--- src/rtl/jump_phase_sequencer_pkg.sv ---
// Shared encodings for the jump phase sequencer: phase states, condition-code selects, output bundle.
// SEQ_SINGLE_STEP_EN adds the STEP_WAIT state.
package jump_phase_sequencer_pkg;

    localparam int unsigned STATE_W  = 3;
    localparam int unsigned CC_SEL_W = 2;
    localparam int unsigned FLAGS_W  = 4;

    typedef enum logic [STATE_W-1:0] {
        ST_FETCH     = 3'd0,
        ST_DECODE    = 3'd1,
        ST_EXECUTE   = 3'd2,
        ST_COMMIT    = 3'd3,
        ST_HALT      = 3'd4
`ifdef SEQ_SINGLE_STEP_EN
        ,
        ST_STEP_WAIT = 3'd5
`endif
    } seq_state_e;

    localparam logic [CC_SEL_W-1:0] CC_Z = 2'd0;
    localparam logic [CC_SEL_W-1:0] CC_C = 2'd1;
    localparam logic [CC_SEL_W-1:0] CC_S = 2'd2;
    localparam logic [CC_SEL_W-1:0] CC_V = 2'd3;

    typedef struct packed {
        logic fetch;
        logic decode;
        logic execute;
        logic commit;
        logic pc_load;
        logic pc_inc;
        logic halted;
    } seq_out_t;

    // FLAGS is packed {V,S,C,Z}
    function automatic logic cc_flag(input logic [FLAGS_W-1:0] flags,
                                     input logic [CC_SEL_W-1:0] sel);
        logic f;
        f = flags[0];
        unique case (sel)
            CC_Z: f = flags[0];
            CC_C: f = flags[1];
            CC_S: f = flags[2];
            CC_V: f = flags[3];
            default: f = flags[0];
        endcase
        return f;
    endfunction

endpackage

--- src/rtl/jump_phase_sequencer_cc_evaluator.sv ---
// Combinational take decision for jump-group instructions from the condition-code controls.
module jump_phase_sequencer_cc_evaluator
    import jump_phase_sequencer_pkg::*;
(
    input  logic                jmp,
    input  logic                cc_apply,
    input  logic                cc_invert,
    input  logic [CC_SEL_W-1:0] cc_select,
    input  logic [FLAGS_W-1:0]  flags,
    output logic                take_c
);

    assign take_c = jmp & (~cc_apply | (cc_flag(flags, cc_select) ^ cc_invert));

endmodule

--- src/rtl/jump_phase_sequencer.sv ---
// Four-phase instruction sequencer with wait states, HALT handling, bus timeout and retire counter.
// Optional single-step mode is enabled with SEQ_SINGLE_STEP_EN.
module jump_phase_sequencer
    import jump_phase_sequencer_pkg::*;
#(
    parameter int unsigned WAIT_LIMIT = 15,
    parameter int unsigned CNT_W      = 16
) (
    input  logic                CLK,
    input  logic                RESET,
    input  logic                PC_EN,
    input  logic                JMPX,
    input  logic                CC_APPLYX,
    input  logic                CC_INVERTX,
    input  logic [CC_SEL_W-1:0] CC_SELECTX,
    input  logic [FLAGS_W-1:0]  FLAGS,
    input  logic                MEM_REQX,
    input  logic                MEM_READY,
    input  logic                RESUME,
`ifdef SEQ_SINGLE_STEP_EN
    input  logic                STEP_MODE,
    input  logic                STEP,
`endif
    output logic                FETCH,
    output logic                DECODE,
    output logic                EXECUTE,
    output logic                COMMIT,
    output logic                PC_LOAD,
    output logic                PC_INC,
    output logic                HALTED,
    output logic                BUS_ERROR,
    output logic [CNT_W-1:0]    INSTR_COUNT
);

    localparam int unsigned WAIT_W = (WAIT_LIMIT > 1) ? $clog2(WAIT_LIMIT + 1) : 1;

    seq_state_e        state_q, state_d;
    seq_out_t          out_q, out_d;
    logic              take_q, take_d;
    logic              bus_error_q, bus_error_d;
    logic [WAIT_W-1:0] wait_cnt_q, wait_cnt_d;
    logic [CNT_W-1:0]  count_q, count_d;
    logic              cc_take_c;
    logic              wait_hit_c;

    jump_phase_sequencer_cc_evaluator u_cc_eval (
        .jmp       (JMPX),
        .cc_apply  (CC_APPLYX),
        .cc_invert (CC_INVERTX),
        .cc_select (CC_SELECTX),
        .flags     (FLAGS),
        .take_c    (cc_take_c)
    );

    // A waiting cycle times out when it would be the WAIT_LIMIT-th consecutive wait
    assign wait_hit_c = (WAIT_LIMIT != 0) && ((32'(wait_cnt_q) + 32'd1) == WAIT_LIMIT);

    always_comb begin
        state_d     = state_q;
        take_d      = take_q;
        bus_error_d = bus_error_q;
        wait_cnt_d  = wait_cnt_q;
        count_d     = count_q;
        out_d       = '0;

        unique case (state_q)
            ST_FETCH: begin
                if (MEM_READY) begin
                    state_d    = ST_DECODE;
                    wait_cnt_d = '0;
                end else if (wait_hit_c) begin
                    state_d     = ST_HALT;
                    bus_error_d = 1'b1;
                    wait_cnt_d  = '0;
                end else begin
                    wait_cnt_d = wait_cnt_q + WAIT_W'(1);
                end
            end
            ST_DECODE: begin
                state_d = PC_EN ? ST_EXECUTE : ST_HALT;
            end
            ST_EXECUTE: begin
                if (!MEM_REQX || MEM_READY) begin
                    state_d    = ST_COMMIT;
                    take_d     = cc_take_c;
                    wait_cnt_d = '0;
                end else if (wait_hit_c) begin
                    state_d     = ST_HALT;
                    bus_error_d = 1'b1;
                    wait_cnt_d  = '0;
                end else begin
                    wait_cnt_d = wait_cnt_q + WAIT_W'(1);
                end
            end
            ST_COMMIT: begin
                count_d = count_q + CNT_W'(1);
`ifdef SEQ_SINGLE_STEP_EN
                state_d = STEP_MODE ? ST_STEP_WAIT : ST_FETCH;
`else
                state_d = ST_FETCH;
`endif
            end
            ST_HALT: begin
                // Resuming retires the HALT itself: step the PC, never load it
                if (RESUME && !bus_error_q) begin
                    state_d = ST_COMMIT;
                    take_d  = 1'b0;
                end
            end
`ifdef SEQ_SINGLE_STEP_EN
            ST_STEP_WAIT: begin
                if (STEP || !STEP_MODE) begin
                    state_d = ST_FETCH;
                end
            end
`endif
            default: begin
                state_d = ST_FETCH;
            end
        endcase

        // Outputs are registered copies of the next-state decode
        out_d.fetch   = (state_d == ST_FETCH);
        out_d.decode  = (state_d == ST_DECODE);
        out_d.execute = (state_d == ST_EXECUTE);
        out_d.commit  = (state_d == ST_COMMIT);
        out_d.pc_load = (state_d == ST_COMMIT) &  take_d;
        out_d.pc_inc  = (state_d == ST_COMMIT) & ~take_d;
        out_d.halted  = (state_d == ST_HALT);
    end

    always_ff @(posedge CLK) begin
        if (RESET) begin
            state_q       <= ST_FETCH;
            out_q         <= '0;
            out_q.fetch   <= 1'b1;
            take_q        <= 1'b0;
            bus_error_q   <= 1'b0;
            wait_cnt_q    <= '0;
            count_q       <= '0;
        end else begin
            state_q       <= state_d;
            out_q         <= out_d;
            take_q        <= take_d;
            bus_error_q   <= bus_error_d;
            wait_cnt_q    <= wait_cnt_d;
            count_q       <= count_d;
        end
    end

    assign FETCH       = out_q.fetch;
    assign DECODE      = out_q.decode;
    assign EXECUTE     = out_q.execute;
    assign COMMIT      = out_q.commit;
    assign PC_LOAD     = out_q.pc_load;
    assign PC_INC      = out_q.pc_inc;
    assign HALTED      = out_q.halted;
    assign BUS_ERROR   = bus_error_q;
    assign INSTR_COUNT = count_q;

endmodule

--- config.mk ---
export PLATFORM = sky130hd
export DESIGN_NAME = jump_phase_sequencer
export DESIGN_NICKNAME = d
export VERILOG_FILES = /design/src/rtl/jump_phase_sequencer_pkg.sv /design/src/rtl/jump_phase_sequencer_cc_evaluator.sv /design/src/rtl/jump_phase_sequencer.sv
export SDC_FILE = /design/constraint.sdc
export NUM_CORES = 1
export LEC_CHECK = 0
export BUFFER_PORTS_ARGS = -buffer_cell sky130_fd_sc_hd__buf_2
export CAP_MARGIN = 20
export CORE_UTILIZATION = 41
export DETAILED_ROUTE_END_ITERATION = 6
export SLEW_MARGIN = 0
export SYNTH_ARGS = -nofsm -noshare
export SYNTH_HDL_FRONTEND = slang
export SYNTH_SLANG_ARGS = --single-unit
--- constraint.sdc ---
create_clock -name CLK -period 2 [get_ports CLK]
set_input_delay 0.2 -clock CLK [delete_from_list [all_inputs] [get_ports CLK]]
set_output_delay 0.2 -clock CLK [all_outputs]
set_load 0.02 [all_outputs]
* After elaboration in Yosys (flattened, before gate mapping)
Index checks and enable logic that the tools add are counted. W data, S select, Z words.
Word-level totals: output and inout port bits 24, register bits after elaboration 32
Operators by class: eq/ne operators 14, muxes and demuxes 18, bitwise operators 7, reduce and logical (&&, ||, !) cells 9, add/sub/neg operators 3
Operators by type and width (count):
- $add A16 B1 Y16 const B | 1
- $mux W3 | 5
- $eq A3 B2 Y1 const B | 4
- $mux W4 | 3
- $pmux W3 S4 | 1
- $pmux W4 S2 | 1
- $eq A3 B1 Y1 const B | 2
- $eq A3 B3 Y1 const B | 2
- $logic_not A3 Y1 | 2
- $add A4 B1 Y5 const B | 1
- $eq A5 B4 Y1 const B | 1
- $mux W1 | 5
- $add A4 B1 Y4 const B | 1
- $eq A2 B2 Y1 const B | 2
- $ne A2 B2 Y1 const B | 2
- $pmux W1 S2 | 2
- $pmux W1 S4 | 1
- $and A1 B1 Y1 | 3
- $reduce_and A3 Y1 | 1
- $eq A2 B1 Y1 const B | 1
- $logic_not A1 Y1 | 2
- $logic_not A2 Y1 | 1
- $not A1 Y1 | 2
- $reduce_bool A2 Y1 | 1
- 4 further kinds | 4

* Depth between registers and ports, before layout
Gate-level depths: netlist (run 1).
depth in word-level cells 9, depth in mapped cells 8, depth with buffers taken out 6

* Modules after synthesis
Synthesis (run 1) repeated with hierarchy kept, for this count alone.
Second synthesis, totals: cells, all modules 156, area total of the unflattened synthesis 1501.4 um^2
By module, submodules not included:
- jump_phase_sequencer | area an instance 1462.7 um^2, sequential area each 620.6 um^2, cells each 153, instances 1
- jump_phase_sequencer_cc_evaluator | area an instance 38.8 um^2, sequential area each 0.0 um^2, cells each 3, instances 1

* Worst setup path before layout (run 1)
OpenSTA, ideal clock, no wires.
path type register to register, from reg wait_cnt_q[0], to reg out_q, in the netlist DECODE, path buffers 0, path slack 365 ps, arrival time 1576 ps, library setup time 60 ps, required time 1940 ps, stages on the path, launching flop included 7, cells stage by stage dfxtp_1 -> inv_1 -> ha_1 -> nor4b_2 -> a31oi_1 -> o31ai_4 -> and2_1
On the way: longest elaborated chain between the ends 6, elaborated cells on any way between the ends 7, classes of those cells add/sub: 1; eq/ne: 2; mux: 4
Ends and longest elaborated chain:
- from (decl) | RTL line jump_phase_sequencer.sv:41 | logic [WAIT_W-1:0] wait_cnt_q, wait_cnt_d;
- from (signal assigned) | RTL line jump_phase_sequencer.sv:146 | wait_cnt_q <= wait_cnt_d;
- $add A4 B1 Y5 (*) | RTL line jump_phase_sequencer.sv:56 | assign wait_hit_c = (WAIT_LIMIT != 0) && ((32'(wait_cnt_q) + 32'd1) == WAIT_LIMIT);
- $eq A5 B4 Y1 (*) | RTL line jump_phase_sequencer.sv:56
- $mux W3 (*) | RTL line jump_phase_sequencer.sv:71, jump_phase_sequencer.sv:87
- $mux W3 (on tied branches) | RTL line jump_phase_sequencer.sv:83, jump_phase_sequencer.sv:68
- $pmux W3 S4 (*) | RTL line jump_phase_sequencer.sv:66 | unique case (state_q)
- $eq A3 B1 Y1 (*) | RTL line jump_phase_sequencer.sv:124 | out_d.decode = (state_d == ST_DECODE);
- to (signal assigned) | RTL line jump_phase_sequencer.sv:143 | out_q <= out_d;
- to (decl) | RTL line jump_phase_sequencer.sv:38 | seq_out_t out_q, out_d;
Every way passes the cells marked *; elsewhere a longest branch is shown, timed or not. A chain may end at the register's enable or synchronous reset.

* Worst setup path after layout (run 1)
Ends and elaborated chain as after synthesis.

==> metrics.md, run 1 <==
| Metric | Value |
|---|---|
| Die height | 62.4 µm |
| Core footprint | 3420 µm² |
| Sequential-to-total area share from yosys stat | 42.8% |
| Crit share post-route | 91.5% |
| Largest family of logic cells by synthesized area | simple AND/OR/NAND/NOR gates |
| Largest cells by area after synthesis | dfxtp_1 (43%), nor2_1 (7.0%), xor2_1 (5.9%), xnor2_1 (3.5%), nand3_1 (3.0%) |
| Worst Hold End | COMMIT |
| Commonest register cell after synthesis | dfxtp_1 |
| Startpoint of the worst hold path | RESET |
| Met2 WL | 1440 µm |
| RSZ-0062 raised after global routing | false |
| First DRT Iteration DRCs | 61 |
| Hpwl dp | 2250 µm |
| Clk_skew | 0.00455 ns |
| Peak supply drop | 0.000313 V |
| Buffers on Ports | 38 |
| Row Count | 21 |
| CP Buf/Inv Count | 1 |
| Power Density | 659 nW/µm² |
| Status | completed |
| CP max stage cell | nor4b_2 |
| Slew @ Worst Pin | 0.454 ns |
| Vias per cell | 4.92 |
| DR top layer | met4 |
| Count of final setup violators | 0 |
| Antenna cells | 0 |
| Top cell type's share of synthesized area | 42.8% |
| Maxcap violations | 0 |
| Postcts setup bufs | 0 |
| Via count | 1235 |
| Critical path startpoint category | flip-flop |
| Fin util | 52.1% |
| Vias in the first global route | 1191 |
| Synth cell count leaders | dfxtp_1 (32), nor2_1 (28), xor2_1 (10) |
| Hold Path Depth | 4 |
| CP max stage delay | 0.43 ns |
| First-pass GRT wire length | 5200 µm |
| Maximum clock insertion buffer count | 2 |
| I/O Pins | 39 |
| Fin. Hold Viols | 0 |
| Cells along the critical path | inv_1, ha_1, nor4b_2, a31oi_1, o31ai_4, and2_1 |
| Initial Util | 43.8% |
| Num Clock Sinks | 32 |
| Post-Synth Adder-Cell Area | 2.51% |
| Gr ovfl total | 0 |
| Post-synthesis compound-gate area fraction | 11.8% |
| Most frequent cell after synthesis | dfxtp_1 |
| Register clock-pin slew on the reported worst setup and hold paths | 0.09 ns |
| Post-synth top area cell | dfxtp_1 |
| TNS Setup | 0 ns |
| Post-synthesis xor/xnor area fraction | 9.37% |
| Total GRT Usage | 17.0% |
| Post-Syn Instances | 165 |
| Syn nets | 183 |
| Final GP Congestion | 0.816 |
| CP top delay family | simple AND/OR/NAND/NOR gates |
| Post-synthesis mux area share | 2.85% |
| Post-synth EDFFs | 0 |
| Max-slew headroom | 69.7% |
| Die width | 62.4 µm |
| Crit-path max FO | 7 |
| Synth Area in Simple Gates | 27.2% |
| Synthesized flop and latch total | 32 |
| Hold-fix buffers at CTS | 0 |
| Final WL | 2970 µm |
| Static Leak | 0.812 nW |
| Final slew viol count | 0 |
| Synth cell types | 40 |
| Flop-to-flop setup slack | 0.17 ns |
| Max Fclk | 0.547 GHz |
| Routed met3 length | 150 µm |
| Met1 Wirelength | 1360 µm |
| DRT Pass-1 Iters | 6 |
| CP Capture Type | flip-flop |
| Crit path time final | 1.83 ns |
| CTS root buf | clkbuf_4 |
| Initial antenna violation count | 0 |
| Area of the mapped netlist | 1500 µm² |
| CP Class | reg -> reg |
| Fill cells | 339 |
| DRC viols | 0 |
| R2r endpoint | DECODE |
| Reg2reg start | wait_cnt_q[0] |
| Worst endpoint required time | 2.26 ns |
| Asr flop ratio synth | 0% |
| Path depth of the worst reg2reg path | 6 |
| Die area | 3890 µm² |
| CP Data Arrival Time | 2.09 ns |
| Number of CTS-inserted buffers | 5 |
| Critical Path Stages | 6 |
| Post-route ant nets | 0 |
| Nets | 222 |
| Worst-skew pair later-pin latency | 0.32 ns |
| CTS tree | done |
| HP Class | in -> reg |
| H-tree levels | 2 |
| Synth-to-layout area growth | 19.1% |
| Avg WL per Cell | 11.8 µm |
| Layout cell share with drive strength beyond 1 | 24.4% |
| Largest net degree at the start of global routing | 28 |
| CTS-repair resized insts | 0 |
| Yosys warns | 0 |
| Avg Cell Area, Syn | 9.06 µm² |
placed cells by master, fill, tap and decap left out, drive strengths merged:
cell | netlist | routed
xnor2 | 6 | 6
o211ai | 1 | 1
a211oi | 1 | 1
mux2i | 2 | 2
ha | 3 | 3
a21oi | 7 | 7
a311o | 1 | 1
nor4b | 1 | 1
nand2 | 9 | 9
and2 | 2 | 2
a21o | 3 | 3
o31ai | 1 | 1
nand4 | 1 | 1
mux4 | 1 | 1
xor2 | 10 | 10
or3 | 1 | 1
nor3 | 1 | 1
nor2 | 28 | 28
nand2b | 2 | 2
a22oi | 1 | 1
nand3 | 9 | 9
a311oi | 2 | 2
clkbuf | 6 | 8
a21boi | 1 | 1
or2 | 3 | 3
inv | 6 | 6
nand4b | 1 | 1
and4bb | 1 | 1
and4 | 2 | 2
and3 | 6 | 6
and3b | 2 | 2
nor2b | 4 | 4
dfxtp | 32 | 32
nor3b | 3 | 3
buf | 1 | 39
a31oi | 2 | 2
o21ai | 2 | 2
worst reg2reg max path: stages (launching register included):
cell and delay, ns:
dfxtp_1 0.34, inv_1 0.10, ha_1 0.26, nor4b_2 0.44, a31oi_1 0.15, o31ai_4 0.32, and2_1 0.17
report_power, final:
part           internal [W]  switching [W]  leakage, nW
sequential         0.000654      0.0000158        0.259
clock              0.000173       0.000202       0.0326
combinational     0.0000577      0.0000717        0.520
total              0.000885       0.000289        0.812
cell type report:
type / instances / area (µm²) / area share (%)
clock buffers: 8 / 58.8 / 3.30
inverters: 6 / 22.5 / 1.26
multi-input cells: 120 / 803 / 45.1
flip-flops and latches: 32 / 641 / 36.0
well taps: 46 / 57.6 / 3.23
repair buffers: 39 / 198 / 11.1
state kept, by name (all words and copies together) (netlist names):
register and count:
PC_INC 1, INSTR_COUNT 16, EXECUTE 1, wait_cnt_q 4, state_q 3, take_q 1, HALTED 1, BUS_ERROR 1
DECODE 1, PC_LOAD 1, FETCH 1, COMMIT 1
worst max-delay path by stage:
stage                  end           from
floorplan           DECODE  wait_cnt_q[0]
global placement    DECODE  wait_cnt_q[0]
detailed placement  DECODE  wait_cnt_q[0]
CTS                 DECODE  wait_cnt_q[0]
global route        DECODE  wait_cnt_q[0]
finish              DECODE  wait_cnt_q[0]
metrics by stage:
stage | power [W] | instances | area, µm² | hold WS (ns) | setup WS, ns
floorplan | 0.000775 | 165 | 1500 | 0.458 | 0.365
global placement | 0.000812 | 243 | 1720 | 0.476 | 0.273
detailed placement | 0.000814 | 243 | 1720 | 0.490 | 0.198
CTS | 0.00119 | 251 | 1780 | 0.285 | 0.160
global route | 0.00125 | 251 | 1780 | 0.296 | 0.0151
finish | 0.00117 | 251 | 1780 | 0.281 | 0.170
per-layer routing:
metal / vias to the layer above / GRT usage (%)
met2: 38 / 29.4
met5: - / 0
met1: 554 / 19.4
met3: 2 / 6.75
met4: 0 / 4.36
li1: 641 / -
cells by family (layout without fill, tap and decap cells):
| group | count (synthesis) | after routing |
|---|---|---|
| simple gates | 76 | 76 |
| flops | 32 | 32 |
| compound gates | 22 | 22 |
| xor+xnor | 16 | 16 |
| buf+inv | 13 | 53 |
| fa+ha+maj | 3 | 3 |
| mux | 3 | 3 |
Power figures use the tool's default switching activity.
==> run 2: changes to the inputs <==
Clock period 2 ns to 2.3 ns, I/O delays scaled along.
==> metrics.md, run 2 (synthesis results as in run 1) <==
| Metric | Value |
|---|---|
| Status | completed |
| RSZ-0062 raised after global routing | false |
| DRC viols | 0 (unchanged) |
| Commonest non-fill, non-tap cell in the layout | buf_2 |
| Post-layout instance area | 1770 µm² (-0.70%) |
| Gr ovfl total | 0 (unchanged) |
| Flop-to-flop setup slack | 0.48 ns (+0.31 ns) |
| Die area | 3890 µm² (unchanged) |
| CP max stage delay | 0.43 ns (about the same) |
| Maximum clock insertion buffer count | 2 (unchanged) |
| CTS tree | done |
| DRT Pass-1 Iters | 4 (-2) |
| Final Instance Count excl. Fillers | 250 (-0.40%) |
| Crit-path max FO | 7 (unchanged) |
| CP Class | reg -> reg |
| I/O Pins | 39 (unchanged) |
| Count of final setup violators | 0 (unchanged) |
| Vias per cell | 5.08 (+3.2%) |
| Die height | 62.4 µm (unchanged) |
| Worst-skew pair later-pin latency | 0.33 ns (about the same) |
| Avg WL per Cell | 12.3 µm (+3.7%) |
| Number of CTS-inserted buffers | 5 (unchanged) |
| Row Count | 21 (unchanged) |
| Layout cell share with drive strength beyond 1 | 24.5% (+0.12 points) |
| Register clock-pin slew on the reported worst setup and hold paths | 0.09 ns (about the same) |
| First-pass GRT wire length | 5480 µm (+5.3%) |
| Post-route ant nets | 0 (unchanged) |
| Clk_skew | 0.00864 ns (+0.00408 ns) |
| CTS-repair resized insts | 0 (unchanged) |
| Num Clock Sinks | 32 (unchanged) |
| Power Density | 558 nW/µm² (-15%) |
| Via count | 1269 (+2.8%) |
| CP Buf/Inv Count | 1 (unchanged) |
| Initial Util | 43.8% (unchanged) |
| Static Leak | 0.807 nW (-0.55%) |
| HP Class | in -> reg |
| Cell count after placement | 243 (unchanged) |
| Crit path time final | 1.82 ns (-0.00871 ns) |
| First DRT Iteration DRCs | 46 (-25%) |
| Slew @ Worst Pin | 0.449 ns (-0.00476 ns) |
| Die width | 62.4 µm (unchanged) |
| Synth-to-layout area growth | 18.2% |
| Peak supply drop | 0.000318 V (+1.5%) |
| H-tree levels | 2 (unchanged) |
| Nets | 222 (unchanged) |
| Max-slew headroom | 70.0% (+0.32 points) |
| Maxcap violations | 0 (unchanged) |
| Max reg flops | 16 (unchanged) |
| TNS Setup | 0 ns (unchanged) |
| Core footprint | 3420 µm² (unchanged) |
| Crit share post-route | 79.2% (-12 points) |
| CTS root buf | clkbuf_4 |
| Fill cells | 339 (unchanged) |
| Antenna cells | 0 (unchanged) |
| Initial antenna violation count | 0 (unchanged) |
| Commonest non-fill, non-tap cells in the layout | buf_2 (38), dfxtp_1 (32), nor2_1 (28) |
| Hold-fix buffers at CTS | 0 (unchanged) |
| Cell Area, Placed | 1720 µm² (unchanged) |
| WHS | 0.304 ns (+0.0230 ns) |
| Largest net degree at the start of global routing | 28 (unchanged) |
| Final slew viol count | 0 (unchanged) |
| Buffers on Ports | 38 (unchanged) |
| Critical path startpoint category | flip-flop |
| Worst endpoint required time | 2.58 ns (+0.32 ns) |
| CP Capture Type | flip-flop |
| Max Fclk | 0.549 GHz (+0.48%) |
| Fin. Hold Viols | 0 (unchanged) |
| Postcts setup bufs | 0 (unchanged) |
| CP top delay family | simple AND/OR/NAND/NOR gates |
| Total GRT Usage | 18.2% (+1.2 points) |
| Final WL | 3070 µm (+3.3%) |
| Final GP Congestion | 0.816 (about the same) |
| CP max stage cell | nor4b_2 |
| Vias in the first global route | 1269 (+6.5%) |
| CP Data Arrival Time | 2.10 ns (about the same) |
| Hpwl dp | 2290 µm (+1.7%) |
| Cells along the critical path | inv_1, ha_1, nor4b_2, a31oi_1, o31ai_4, and2_1 |
-- run 2: cell types whose count changed in the layout (fill, tap and decap cells not counted) --
cell      before  now
clkbuf_8       1    0
clkbuf_1       2    1
clkinv_2       0    1
-- run 2: path summary, 6_finish.rpt --
check,startpoint,endpoint,depth (start not counted)
hold reg to reg,BUS_ERROR,BUS_ERROR,2
setup / recovery,wait_cnt_q[0],DECODE,6
hold / removal,RESET,COMMIT,4
setup reg to reg,wait_cnt_q[0],DECODE,6
-- run 2: worst min-delay path, stage by stage --
cell and delay (ns):
buf_2 0.10, nor2_1 0.04, o211ai_1 0.15, nor2_1 0.07
-- run 2: per-stage QoR --
stage / power [W] / setup WS, ns / util (%)
floorplan: 0.000674 / 0.665 / -
global placement: 0.000706 / 0.573 / 50.4
detailed placement: 0.000708 / 0.497 / 50.4
CTS: 0.00100 / 0.462 / 51.8
global route: 0.00106 / 0.315 / 51.8
finish: 0.000986 / 0.479 / 51.8
-- run 2: per-layer routing --
layer  GRT usage, %  vias up  routed length, µm
met5              0        -                  0
met4           7.85        0                 69
met3           6.57        8                186
met2           32.1       43               1490
met1           19.4      575               1320
li1               -      643                  -
-- run 2: power breakdown --
| group | total, W | switching [W] | internal, W | leakage [nW] |
|---|---|---|---|---|
| registers | 0.000582 | 0.0000135 | 0.000568 | 0.259 |
| clock network | 0.000291 | 0.000179 | 0.000112 | 0.0281 |
| logic | 0.000114 | 0.0000633 | 0.0000503 | 0.520 |
-- run 2: layout make-up --
cell class | instances | area [µm²] | area share (%)
Clock buffer | 6 | 41.3 | 2.34
Clock inverter | 1 | 5.00 | 0.283
Inverter | 6 | 22.5 | 1.27
Multi-Input combinational cell | 120 | 803 | 45.4
Sequential cell | 32 | 641 | 36.2
Tap cell | 46 | 57.6 | 3.26
Timing Repair Buffer | 39 | 198 | 11.2
